$ cat config.mk
export PLATFORM = sky130hd
export DESIGN_NAME = dmem_responder_flat
export DESIGN_NICKNAME = d
export VERILOG_FILES = /design/src/rtl/dmem_pkg.sv /design/src/rtl/dmem_responder_if.sv /design/src/rtl/dmem_mmio_regs.sv /design/src/rtl/dmem_responder.sv /design/src/flat_wrapper.sv
export SDC_FILE = /design/constraint.sdc
export NUM_CORES = 1
export LEC_CHECK = 0
export ABC_AREA = 1
export BUFFER_PORTS_ARGS = -buffer_cell sky130_fd_sc_hd__clkbuf_2
export CORE_MARGIN = 2
export CORE_UTILIZATION = 25
export CTS_BUF_LIST = sky130_fd_sc_hd__clkbuf_4
export CTS_CLUSTER_DIAMETER = 60
export DETAILED_ROUTE_END_ITERATION = 10
export GPL_TIMING_DRIVEN = 0
export PLACE_DENSITY_LB_ADDON = 0.05
export SLEW_MARGIN = 40
export SYNTH_ARGS = -nofsm -noshare
export SYNTH_HDL_FRONTEND = slang
export SYNTH_SLANG_ARGS = --single-unit
export TNS_END_PERCENT = 100
$ cat constraint.sdc
create_clock -name clk -period 1.9 [get_ports clk]
set_input_delay 0.38 -clock clk [delete_from_list [all_inputs] [get_ports clk]]
set_output_delay 0.38 -clock clk [all_outputs]
set_load 0.01 [all_outputs]
$ cat src/rtl/dmem_pkg.sv
// dmem_pkg: shared FSM/decode types, MMIO offsets and the address decoder
package dmem_pkg;
  typedef enum logic [1:0] {IDLE, ACCESS, WAIT, RESP} state_e;
  typedef enum logic [1:0] {DEC_RAM, DEC_MMIO, DEC_ERR} dec_e;
  localparam logic [3:0] OFF_LED = 4'h0;
  localparam logic [3:0] OFF_CYC = 4'h4;
  localparam logic [3:0] OFF_SCR = 4'h8;
  function automatic dec_e decode(input logic [31:0] addr, input logic [31:0] base, input int aw);
    return addr[1:0] != 2'b00 ? DEC_ERR :
           addr[31:4] == base[31:4] ? (addr[3:0] == 4'hC ? DEC_ERR : DEC_MMIO) :
           (addr >> (aw + 2)) == 32'd0 ? DEC_RAM : DEC_ERR;
  endfunction
endpackage

$ cat src/rtl/dmem_responder_if.sv
// dmem_responder_if: MEM-stage request/response/stall bundle
interface dmem_responder_if;
  logic        req_valid;
  logic        req_write;
  logic [31:0] req_addr;
  logic [31:0] req_wdata;
  logic        req_ready;
  logic        resp_valid;
  logic [31:0] resp_rdata;
  logic        resp_err;
  logic        stall;
  modport master (output req_valid, req_write, req_addr, req_wdata,
                  input req_ready, resp_valid, resp_rdata, resp_err, stall);
  modport slave (input req_valid, req_write, req_addr, req_wdata,
                 output req_ready, resp_valid, resp_rdata, resp_err, stall);
endinterface

$ cat src/rtl/dmem_mmio_regs.sv
// dmem_mmio_regs: LED, scratch and free-running cycle-counter registers
module dmem_mmio_regs import dmem_pkg::*; (
  input  logic        clk,
  input  logic        rst,
  input  logic        we_i,
  input  logic [3:0]  off_i,
  input  logic [31:0] wdata_i,
  output logic [31:0] rdata_o,
  output logic [7:0]  led_o
);
  logic [7:0]  led_q, led_d;
  logic [31:0] scr_q, scr_d, cyc_q, cyc_d;
  always_comb begin
    led_d = we_i && off_i == OFF_LED ? wdata_i[7:0] : led_q;
    scr_d = we_i && off_i == OFF_SCR ? wdata_i : scr_q;
    cyc_d = cyc_q + 32'd1;
  end
  always_ff @(posedge clk) begin
    if (rst) begin
      led_q <= '0;
      scr_q <= '0;
      cyc_q <= '0;
    end else begin
      led_q <= led_d;
      scr_q <= scr_d;
      cyc_q <= cyc_d;
    end
  end
  assign rdata_o = off_i == OFF_LED ? {24'd0, led_q} :
                   off_i == OFF_CYC ? cyc_q :
                   off_i == OFF_SCR ? scr_q : '0;
  assign led_o = led_q;
endmodule

$ cat src/rtl/dmem_responder.sv
// dmem_responder: MEM-stage load/store responder driving sync RAM and a small MMIO window
module dmem_responder import dmem_pkg::*; #(
  parameter int          ADDR_W_RAM  = 10,
  parameter int          WAIT_STATES = 1,
  parameter logic [31:0] MMIO_BASE   = 32'hFFFF_0000
) (
  input  logic                  clk,
  input  logic                  rst,
  dmem_responder_if.slave       bus,
  output logic [ADDR_W_RAM-1:0] ram_address_o,
  output logic [31:0]           ram_data_o,
  output logic                  ram_wren_o,
  input  logic [31:0]           ram_q_i,
  output logic [7:0]            led_out_o
);
  state_e                state_q, state_d;
  dec_e                  dec_q, dec_d;
  logic [ADDR_W_RAM+1:0] addr_q, addr_d;
  logic [31:0]           wdata_q, wdata_d, rdata_q, rdata_d, mmio_rdata;
  logic                  write_q, write_d, err_q, err_d;
  logic [3:0]            wcnt_q, wcnt_d;
  logic                  mmio_we;
  assign mmio_we = state_q == ACCESS && write_q && dec_q == DEC_MMIO;
  dmem_mmio_regs u_regs (
    .clk     (clk),
    .rst     (rst),
    .we_i    (mmio_we),
    .off_i   (addr_q[3:0]),
    .wdata_i (wdata_q),
    .rdata_o (mmio_rdata),
    .led_o   (led_out_o)
  );
  always_comb begin
    state_d = state_q;
    dec_d   = dec_q;
    addr_d  = addr_q;
    wdata_d = wdata_q;
    write_d = write_q;
    wcnt_d  = wcnt_q;
    rdata_d = rdata_q;
    err_d   = err_q;
    case (state_q)
      IDLE: if (bus.req_valid) begin
        addr_d  = bus.req_addr[ADDR_W_RAM+1:0];
        wdata_d = bus.req_wdata;
        write_d = bus.req_write;
        dec_d   = decode(bus.req_addr, MMIO_BASE, ADDR_W_RAM);
        state_d = ACCESS;
      end
      ACCESS: begin
        wcnt_d  = 4'(WAIT_STATES);
        state_d = WAIT;
      end
      WAIT: begin
        wcnt_d = wcnt_q - 4'd1;
        if (wcnt_q == 4'd1) begin
          rdata_d = write_q ? '0 : dec_q == DEC_RAM ? ram_q_i : dec_q == DEC_MMIO ? mmio_rdata : '0;
          err_d   = dec_q == DEC_ERR;
          state_d = RESP;
        end
      end
      default: state_d = IDLE;
    endcase
  end
  always_ff @(posedge clk) begin
    if (rst) begin
      state_q <= IDLE;
      dec_q   <= DEC_RAM;
      addr_q  <= '0;
      wdata_q <= '0;
      write_q <= 1'b0;
      wcnt_q  <= '0;
      rdata_q <= '0;
      err_q   <= 1'b0;
    end else begin
      state_q <= state_d;
      dec_q   <= dec_d;
      addr_q  <= addr_d;
      wdata_q <= wdata_d;
      write_q <= write_d;
      wcnt_q  <= wcnt_d;
      rdata_q <= rdata_d;
      err_q   <= err_d;
    end
  end
  assign bus.req_ready  = state_q == IDLE;
  assign bus.resp_valid = state_q == RESP;
  assign bus.resp_rdata = rdata_q;
  assign bus.resp_err   = err_q;
  assign bus.stall      = (state_q == IDLE && bus.req_valid) || state_q == ACCESS || state_q == WAIT;
  assign ram_address_o  = addr_q[ADDR_W_RAM+1:2];
  assign ram_data_o     = wdata_q;
  // gated by rst so a store caught by reset in ACCESS never reaches the RAM
  assign ram_wren_o     = state_q == ACCESS && write_q && dec_q == DEC_RAM && !rst;
endmodule

$ cat src/flat_wrapper.sv
// flat-port wrapper written by rule: the top's interface ports become plain ports
module dmem_responder_flat import dmem_pkg::*;
#(
  parameter int          ADDR_W_RAM  = 10,
  parameter int          WAIT_STATES = 1,
  parameter logic [31:0] MMIO_BASE   = 32'hFFFF_0000
)
  (clk, rst, ram_address_o, ram_data_o, ram_wren_o, ram_q_i, led_out_o, bus_req_valid, bus_req_write, bus_req_addr, bus_req_wdata, bus_req_ready, bus_resp_valid, bus_resp_rdata, bus_resp_err, bus_stall);
  dmem_responder_if bus_i ();
  input  logic clk;
  input  logic rst;
  output logic [ADDR_W_RAM-1:0] ram_address_o;
  output logic [31:0] ram_data_o;
  output logic ram_wren_o;
  input  logic [31:0] ram_q_i;
  output logic [7:0] led_out_o;
  input wire logic [$bits(bus_i.req_valid)-1:0] bus_req_valid;
  input wire logic [$bits(bus_i.req_write)-1:0] bus_req_write;
  input wire logic [$bits(bus_i.req_addr)-1:0] bus_req_addr;
  input wire logic [$bits(bus_i.req_wdata)-1:0] bus_req_wdata;
  output wire logic [$bits(bus_i.req_ready)-1:0] bus_req_ready;
  output wire logic [$bits(bus_i.resp_valid)-1:0] bus_resp_valid;
  output wire logic [$bits(bus_i.resp_rdata)-1:0] bus_resp_rdata;
  output wire logic [$bits(bus_i.resp_err)-1:0] bus_resp_err;
  output wire logic [$bits(bus_i.stall)-1:0] bus_stall;
  assign bus_i.req_valid = bus_req_valid;
  assign bus_i.req_write = bus_req_write;
  assign bus_i.req_addr = bus_req_addr;
  assign bus_i.req_wdata = bus_req_wdata;
  assign bus_req_ready = bus_i.req_ready;
  assign bus_resp_valid = bus_i.resp_valid;
  assign bus_resp_rdata = bus_i.resp_rdata;
  assign bus_resp_err = bus_i.resp_err;
  assign bus_stall = bus_i.stall;
  dmem_responder #(.ADDR_W_RAM(ADDR_W_RAM), .WAIT_STATES(WAIT_STATES), .MMIO_BASE(MMIO_BASE)) u_core (.clk(clk), .rst(rst), .bus(bus_i), .ram_address_o(ram_address_o), .ram_data_o(ram_data_o), .ram_wren_o(ram_wren_o), .ram_q_i(ram_q_i), .led_out_o(led_out_o));
endmodule
==> metrics.cfg <==
[global_route]
grt_overflow=0
antenna_found_initial=1
grt_pass1_wl_um=41900
grtUsageTotal=0.174
grt_pass1_vias=7537
grt_max_degree=19

[timing]
worst_pin_slew_ns=0.837
rsz0062_at_grt=yes
fin_crit_sh=1.09
fin_ws_ns=-0.173
max_freq_mhz=482
final_max_slew_viol_count=0
setup_viol=2
fin_tns_setup_ns=-0.288
skew_ns=0.0276
whs_ns=0.0479
maxSlewHeadroom=0.442
hold_viol_final=0
fin_crit_ns=2.07

[route]
drtPass1Iterations=4
detail-route-antenna-nets=0
drc=0
vias=7761
drt-wirelength-per-cell_um=15.2
drt-total-wl_um=27200
drtIter0Drc=355
vias_per_cell=4.35

[clocking]
cts_max_level=4
clock_path_buffers=2
clkTransAtPathRegs_ns=0.18
clk_latency_ns=0.58
cts_tree=yes
cts_sinks=158
cts_root_buf=clkbuf_4
cts_made_buffers=17

[final_layout]
area_growth_pct=28.5
drive_above_1_share=0.219
utilization=0.327
multiInputGateArea_sq_mm=0.00381
nNetsFinal=1487
regArea_sq_mm=0.00317
fill_cells=3389

[critical_path]
cp-endpoint=ram_wren_o
r2r_slack_ns=0.10
path_class=register to primary output
arrival_ns=1.69
rr_startpoint=u_core.state_q[0]$_SDFFE_PP0P_
crit_start=u_core.state_q[0]$_SDFFE_PP0P_
r2r_cells=9
cp.required_ns=1.52
cp_max_fo=2
critPathLaunchType=register
crit_path_end_kind=primary output
r2r_end=u_core.u_regs.scr_q[1]$_SDFFE_PP0P_

[die]
die-area_sq_mm=0.0317
die_y_um=178
num_rows=63
core_area_sq_mm=0.0297
initial_utilization=0.255
io_pins=187
dieWidth_um=178

[logic_synthesis]
yosysUniqueCellTypes=28
syn_nets=1251
yosys_warnings=0
netlist_instances=1144
netlist_area_sq_mm=0.00757
yosysSeqAreaShare=0.418
avgSynthCellArea_sq_um=6.62
synth-seq-cells=158

[place]
dp_slack_ns=-0.334
dpl.hpwl_um=21300
portBuffers=186
finalWeightedCongestion=0.820

[power]
max-vdd-ir-drop_v=0.000397
p_per_area_mw_per_mm2=971
leakage_nw=4.14

[status]
violations=negative setup slack
status=finished, violations left

[flow_run]
maxCapViolCount=0

[worst_hold_path]
min_path_type=input pin to register

## critical path, stage by stage (launching register included)
cell,delay [ns]
dfxtp_4,0.40
buf_6,0.10
ha_4,0.14
nand2_4,0.06
nor4_4,0.25
buf_4,0.17
## cell type report
type / instances / share of cell area
Clock buffer: 17 / 0.0131
Inverter: 90 / 0.0352
Sequential cell: 158 / 0.326
Clock inverter: 15 / 0.0170
Multi-Input combinational cell: 827 / 0.392
Buffer: 68 / 0.0388
Antenna cell: 1 / 0.000257
Tap cell: 390 / 0.0502
Timing Repair Buffer: 218 / 0.128
## cells in the mapped netlist, drive strengths merged
cell,count,area [sq um]
nand2,315,1190
nor2,187,739
dfxtp,158,3160
a21oi,103,515
o21ai,99,495
inv,90,338
nand3,86,450
buf,39,255
clkbuf,30,113
nand3b,12,90.1
ha,7,87.6
nand4,6,43.8
nor3,4,31.3
nor4,3,18.8
xor2,3,26.3
o21a,1,7.51
xnor2,1,8.76
## registers in the layout (all words and copies together), names as in the netlist
signal                 cells
u_core.bus.resp_err        1
u_core.wcnt_q              4
u_core.addr_q             12
u_core.state_q             2
u_core.write_q             1
u_core.u_regs.scr_q       32
u_core.u_regs.cyc_q       32
u_core.dec_q               2
u_core.bus.resp_rdata     32
u_core.ram_data_o         32
u_core.u_regs.led_o        8
## worst min path at each step
stage	startpoint	to	depth (start not counted)
floorplan	u_core.u_regs.scr_q[14]$_SDFFE_PP0P_	u_core.u_regs.scr_q[14]$_SDFFE_PP0P_	2
global placement	u_core.u_regs.scr_q[1]$_SDFFE_PP0P_	u_core.u_regs.scr_q[1]$_SDFFE_PP0P_	2
detailed placement	u_core.u_regs.scr_q[26]$_SDFFE_PP0P_	u_core.u_regs.scr_q[26]$_SDFFE_PP0P_	2
CTS	bus_req_addr[4]	u_core.addr_q[4]$_SDFFE_PP0P_	3
global route	bus_req_addr[9]	u_core.addr_q[9]$_SDFFE_PP0P_	3
finish	bus_req_addr[4]	u_core.addr_q[4]$_SDFFE_PP0P_	3
## per-layer routing
metal,track usage,part of all wire,vias up,routed length (um)
li1,-,-,4137,-
met2,0.281,0.47,150,12700
met1,0.241,0.48,3468,13200
met3,0.0360,0.043,6,1180
met5,0,0,-,0
met4,0.0321,0.0039,0,107
## layout by cell type (no fill, tap or decap), drive strengths merged
cell type,netlist,routed
a21oi,103,103
buf,39,58
clkbuf,30,227
clkinv,0,5
dfxtp,158,158
diode,0,1
dlygate4sd3,0,18
ha,7,7
inv,90,100
nand2,315,315
nand3,86,86
nand3b,12,12
nand4,6,6
nor2,187,187
nor3,4,4
nor4,3,3
o21a,1,1
o21ai,99,99
xnor2,1,1
xor2,3,3
## report_power, final
group	leakage, nW	internal (mW)	switching [mW]
clock	0.161	0.620	1.55
sequential	1.29	3.69	0.369
combinational	2.69	1.30	1.92
## cells by family (layout without fill, tap and decap cells)
| family | count (synthesis) | count (layout) | share of synthesized area |
|---|---|---|---|
| and+or+nand+nor | 613 | 613 | 0.338 |
| xor gates and xnor gates | 4 | 4 | 0.00463 |
| other | 0 | 1 | 0 |
| adders and majority gates | 7 | 7 | 0.0116 |
| AOI/OAI and AO/OA | 203 | 203 | 0.135 |
| DFF | 158 | 158 | 0.418 |
| buffers and inverters | 159 | 408 | 0.0932 |
## stage by stage
step	cell area, sq um	std cells	power [mW]
floorplan	7570	1144	5.85
global placement	8990	1720	7.00
detailed placement	8990	1720	7.00
CTS	9580	1778	9.43
global route	9730	1784	10.1
finish	9730	1784	9.45
## what timing repair did
action                                  CTS  global route
pin swaps                                 2             5
hold buffers                             17             1
endpoints found under the hold margin    17             1
resized for setup                        19            35
endpoints found under the setup margin   38            45
gates cloned                              0             0
buffers inserted                          9             5
No activity file was read; power rests on OpenSTA's default activity.
